$ cat config.mk
export PLATFORM = sky130hd
export DESIGN_NAME = gpio_arb
export DESIGN_NICKNAME = d
export VERILOG_FILES = /design/src/rtl/gpio_arb.sv
export SDC_FILE = /design/constraint.sdc
export NUM_CORES = 1
export LEC_CHECK = 0
export ABC_AREA = 1
export BUFFER_PORTS_ARGS = -buffer_cell sky130_fd_sc_hd__buf_4
export CAP_MARGIN = 20
export CORE_MARGIN = 2
export CORE_UTILIZATION = 45
export DETAILED_ROUTE_END_ITERATION = 10
export PLACE_DENSITY = 0.92
export SYNTH_ARGS = -nofsm -noshare
export SYNTH_HDL_FRONTEND = slang
export SYNTH_SLANG_ARGS = --single-unit
export TNS_END_PERCENT = 30
$ cat constraint.sdc
create_clock -name clk -period 1.51 [get_ports clk]
set_input_delay 0.302 -clock clk [delete_from_list [all_inputs] [get_ports clk]]
set_output_delay 0.302 -clock clk [all_outputs]
set_load 0.005 [all_outputs]
$ cat src/rtl/gpio_arb.sv
// gpio_arb: two-master round-robin arbiter in front of a GPIO register port.
// Each transaction is IDLE latch -> one BUS access cycle -> one RESP ack cycle.
module gpio_arb #(
  parameter int DW = 32,
  parameter int AW = 2
) (
  input  logic            clk,
  input  logic            rst,
  input  logic [1:0]      m_req,
  input  logic [1:0]      m_we,
  input  logic [2*AW-1:0] m_addr,
  input  logic [2*DW-1:0] m_wd,
  output logic [1:0]      m_gnt,
  output logic [1:0]      m_ack,
  output logic [DW-1:0]   m_rd,
  output logic            busy,
  output logic [AW-1:0]   gpio_a,
  output logic            gpio_we,
  output logic [DW-1:0]   gpio_wd,
  input  logic [DW-1:0]   gpio_rd
);

  localparam logic [1:0] IDLE = 2'd0;
  localparam logic [1:0] BUS  = 2'd1;
  localparam logic [1:0] RESP = 2'd2;

  logic [1:0]    state_q, state_d;
  logic          owner_q, owner_d;
  logic          last_q, last_d;
  logic          we_q, we_d;
  logic [AW-1:0] addr_q, addr_d;
  logic [DW-1:0] wd_q, wd_d;
  logic [DW-1:0] rd_q, rd_d;
  logic          win;
  logic [1:0]    own_oh;

  // Tie goes to the master not granted last; a lone requester wins
  always_comb begin
    win = (m_req == 2'b11) ? ~last_q : m_req[1];
  end

  // Next-state: latch winner in IDLE, capture read data in BUS
  always_comb begin
    state_d = state_q;
    owner_d = owner_q;
    last_d  = last_q;
    we_d    = we_q;
    addr_d  = addr_q;
    wd_d    = wd_q;
    rd_d    = rd_q;
    unique case (state_q)
      IDLE: begin
        if (|m_req) begin
          owner_d = win;
          we_d    = win ? m_we[1] : m_we[0];
          addr_d  = win ? m_addr[2*AW-1:AW]
                        : m_addr[AW-1:0];
          wd_d    = win ? m_wd[2*DW-1:DW]
                        : m_wd[DW-1:0];
          state_d = BUS;
        end
      end
      BUS: begin
        rd_d    = gpio_rd;
        state_d = RESP;
      end
      RESP: begin
        last_d  = owner_q;
        state_d = IDLE;
      end
      default: state_d = IDLE;
    endcase
  end

  // State registers; reset aborts any transaction in flight
  always_ff @(posedge clk or negedge rst) begin
    if (!rst) begin
      state_q <= IDLE;
      owner_q <= 1'b0;
      last_q  <= 1'b1;
      we_q    <= 1'b0;
      addr_q  <= '0;
      wd_q    <= '0;
      rd_q    <= '0;
    end else begin
      state_q <= state_d;
      owner_q <= owner_d;
      last_q  <= last_d;
      we_q    <= we_d;
      addr_q  <= addr_d;
      wd_q    <= wd_d;
      rd_q    <= rd_d;
    end
  end

  assign own_oh  = owner_q ? 2'b10 : 2'b01;
  assign busy    = (state_q != IDLE);
  assign m_gnt   = busy ? own_oh : 2'b00;
  assign m_ack   = (state_q == RESP) ? own_oh : 2'b00;
  assign m_rd    = rd_q;
  assign gpio_a  = addr_q;
  assign gpio_wd = wd_q;
  assign gpio_we = (state_q == BUS) & we_q;

endmodule
# After elaboration in Yosys (flattened, before gate mapping)
# Index checks and enable logic that the tools add are counted.
op_classes:
  bitwise_logic: 2
  order_cmp: 0
  div_mod_pow: 0
  reduce_logical: 4
  multipliers: 0
  n_eq_ne: 4
  add_sub_neg: 0
  mux: 9
  shift: 0
op_table:
  columns: ["cell", "count"]
  rows:
  - ["32-bit two-way mux", 1]
  - ["2-bit two-way mux", 5]
  - ["2-bit equality test (second input constant)", 2]
  - ["2-bit case mux with 2 select lines", 1]
  - ["2-bit by 1-bit equality test with 1-bit output (second input constant)", 1]
  - ["2-bit logical NOT", 1]
  - ["1-bit two-way mux", 2]
  - ["2-bit inequality test (second input constant)", 1]
  - ["2-bit AND reduction", 1]
  - ["2-bit nonzero test", 1]
  - ["2-bit OR reduction", 1]
  - ["1-bit AND", 1]
  - ["1-bit NOT", 1]
totals:
  latchBits: 0
  elab_cells: 26
  reg_bits: 71
  mem_bits_rw: 0
  mem_bits_ro: 0
  out_inout_bits: 72
  memories: 0

# Logic depth before layout (Yosys ltp)
logic_depth:
  ltp_word: 3
  mapped_depth: 6
  mapped_depth_nobuf: 5

# Worst setup path after synthesis
# Ideal clock, no wire load.
synth_path:
  path_type: "register -> output"
  start: "reg state_q[1]"
  end: "out gpio_we"
  required_ns: 1.208
  t_arrival_ns: 0.879
  stages_incl_launch_ff: 5
  path_slack_ns: 0.329
  cell_sequence: "dfrtp_1 inv_1 nand2_1 clkbuf_1 nor2_1"
synth_via:
  elab_chain_cells: 2
synth_rtl:
  columns: ["element", "line_no", "rtl"]
  rows:
  - ["start: declaration", "27", "logic [1:0] state_q, state_d;"]
  - ["start signal: assignment", "86", "state_q <= state_d;"]
  - ["2-bit by 1-bit equality test with 1-bit output", "103", "assign gpio_we = (state_q == BUS) & we_q;"]
  - ["1-bit AND", "103", null]
  - ["end: declaration", "18", "output logic gpio_we,"]
# Every way passes these cells.

# Worst setup path after layout
# Same ends and word-level chain as after synthesis.

==> flow_summary.ini <==
[run_status]
status = finished with violations
violations = setup timing

[floorplan]
die_h_um = 90.84
start_util = 0.4653
die-area_mm2 = 0.008251
rows = 31
die_w_um = 90.84
pin_count = 178
core_area_mm2 = 0.007292

[yosys]
syn_nets = 563
netlist_instances = 457
seq_area_frac_synth = 0.5240
syn-mean-instance-area_um2 = 7.425
yosys_warnings = 0
syn_area_mm2 = 0.003393
yosys_register_bits = 71
synthDistinctLibCells = 15

[setup_path]
crit_required_ps = 1210
cpPeakStageDelay_ps = 390
cp_cell_sequence = inv_1 -> nand2_1 -> nor2_1 -> buf_4
cp.arrival_ps = 1260
rrSetupSlack_ps = 150
critPathMaxFanout = 6
crit_path_start_kind = flop
crit_type = flop to output pin
cp_num_buf_inv = 2
crit_slowest_cell = dfrtp_1
endpoint_kind = output pin
crit_family = flip-flops

[grt]
grt_pass1_vias = 3423
antenna_found_initial = 0
grt_first_pass_wirelength_mm = 15.24
grt_max_degree = 38
grtUsageTotal = 0.2311
overflow = 0

[clock_tree]
clock-root-buffer = clkbuf_8
clk_latency_ps = 340
cts_max_level = 3
clockBufferDepth = 2
post-cts-setup-buffers = 0
cts_tree = built
cts_sinks = 71
clk_pin_slew_ps = 70
numCtsBuffers = 9

[cells_and_area]
fillCellCount = 580
finish.utilization = 0.6929
multiInputGateArea_mm2 = 0.001219
antenna_cells = 0
drive_above_1_share = 0.3266
final_nets = 741
syn2layout_area_growth_pct = 48.89
regArea_mm2 = 0.001778

[detailed_routing]
wl_mm = 9.322
ant_nets = 0
vias_per_cell = 4.700
drcViolationCount = 0
wire_per_inst_um = 12.61
drt_first_pass_iters = 6
vias = 3473
drt-initial-drc-count = 145

[sta]
finalCritPeriodShare = 1.031
worst_pin_slew_ps = 931.6
fmax_mhz = 642.2
rsz0062_at_grt = yes
setup_viol = 3
maxSlewHeadroom = 0.3766
setup_ws_ps = -47.13
period_needed_ps = 1557
hold_viol = 0
drv_slew = 0
skew_ps = 5.864

[place]
place_congestion = 0.8279
dp_hpwl_mm = 6.797
portBuffers = 177
pre_cts_ws_ps = -76.99

[worst_hold_path]
hp-class = input port to flop

[power]
leakagePower_nw = 3.056
peakVddDrop_uv = 867.3
p_per_area_mw_per_mm2 = 1835

[flow_run]
max_cap_viol_count = 0
path summary, 6_finish.rpt:
path / from / endpoint / cells past startpoint
min in group asynchronous: rst / m_rd[14]$_DFFE_PN0N_ / 2
min: gpio_rd[25] / m_rd[25]$_DFFE_PN0N_ / 3
max in group asynchronous: rst / gpio_wd[18]$_DFFE_PN0P_ / 3
max reg2reg: state_q[1]$_DFFE_PN0P_ / owner_q$_DFFE_PN0P_ / 4
min reg2reg: gpio_wd[30]$_DFFE_PN0P_ / gpio_wd[30]$_DFFE_PN0P_ / 2
max: state_q[1]$_DFFE_PN0P_ / gpio_we / 4
kinds of logic after synthesis:
group	count (synthesis)	synth area share
flip-flops	71	0.5240
AO/OA/AOI/OAI	3	0.007745
buffers and inverters	97	0.1209
AND/OR/NAND/NOR	286	0.3473
cell type report:
| type | count | share of cell area |
|---|---|---|
| timing repair buffer | 188 | 0.2823 |
| sequential | 71 | 0.3519 |
| multi-input combinational | 290 | 0.2412 |
| clock inverter | 3 | 0.01288 |
| tap | 99 | 0.02452 |
| inverter | 75 | 0.05572 |
| clock buffer | 13 | 0.03145 |
worst reg2reg max path: cells and delay by family, from the launching register on:
kind	cells	cell delay [ps]
compound gates	2	410
simple gates	2	400
flops	1	390
power breakdown:
group	leakage [nW]	internal [W]	switching, W
sequential	0.866	0.00287	0.000580
combinational	2.08	0.00203	0.00211
clock	0.114	0.00102	0.000665
Yosys cell counts:
master	number	share of area
clkbuf_1	4	0.0044
o21ai_0	2	0.0029
buf_6	1	0.0033
o21ai_4	1	0.0048
nor2_4	1	0.0033
buf_4	7	0.015
nand2_2	1	0.0018
inv_1	75	0.083
buf_2	10	0.015
dfrtp_1	70	0.52
nand3_1	70	0.10
nor2_1	7	0.0077
dfstp_2	1	0.0077
nand2_1	206	0.23
nand2_4	1	0.0033
registers in the layout, summed over array words and instances, names as in the netlist:
signal	count
m_rd	32
we_q	1
gpio_wd	32
gpio_a	2
owner_q	1
last_q	1
state_q	2
what timing repair did:
| item | 4_1_cts | 5_1_grt |
|---|---|---|
| cloned | 0 | 1 |
| pin swaps | 6 | 1 |
| hold buffers | 1 | 0 |
| gates resized for setup | 2 | 1 |
| hold endpoints to repair | 26 | 0 |
| endpoints found under the setup margin | 38 | 41 |
cells in the final DEF, fill, tap and decap left out:
master	instances
nand2_1	205
buf_4	186
inv_1	74
nand3_1	70
dfrtp_1	70
clkbuf_8	11
nor2_1	7
nand2_2	2
nor2_4	2
o21ai_0	2
bufinv_16	2
clkbuf_1	2
inv_2	1
nand2_4	1
o21ai_4	1
clkinv_2	1
dlygate4sd3_1	1
dfstp_2	1
buf_12	1
through the flow:
stage	total power, W	cells	cell area [um^2]	TNS, ps	hold WS [ps]
after floorplan	0.005317	457	3393	0	6.409
after global placement	0.007349	721	4805	-0.7039	251.9
after detailed placement	0.007568	721	4805	-1170	258.1
after CTS	0.009295	738	5041	-370.7	143.7
after global routing	0.009972	739	5052	-555.5	144.5
final	0.009273	739	5052	-96.90	156.1
metal layers:
layer	share of wire	vias to the layer above	global-route usage	wire length [um]
met3	0.072	26	0.05927	674
met1	0.39	1577	0.2594	3602
met2	0.51	151	0.4148	4793
met5	0	-	0	0
li1	-	1719	-	-
met4	0.027	0	0.09848	251
(Power assumes the default switching activity.)
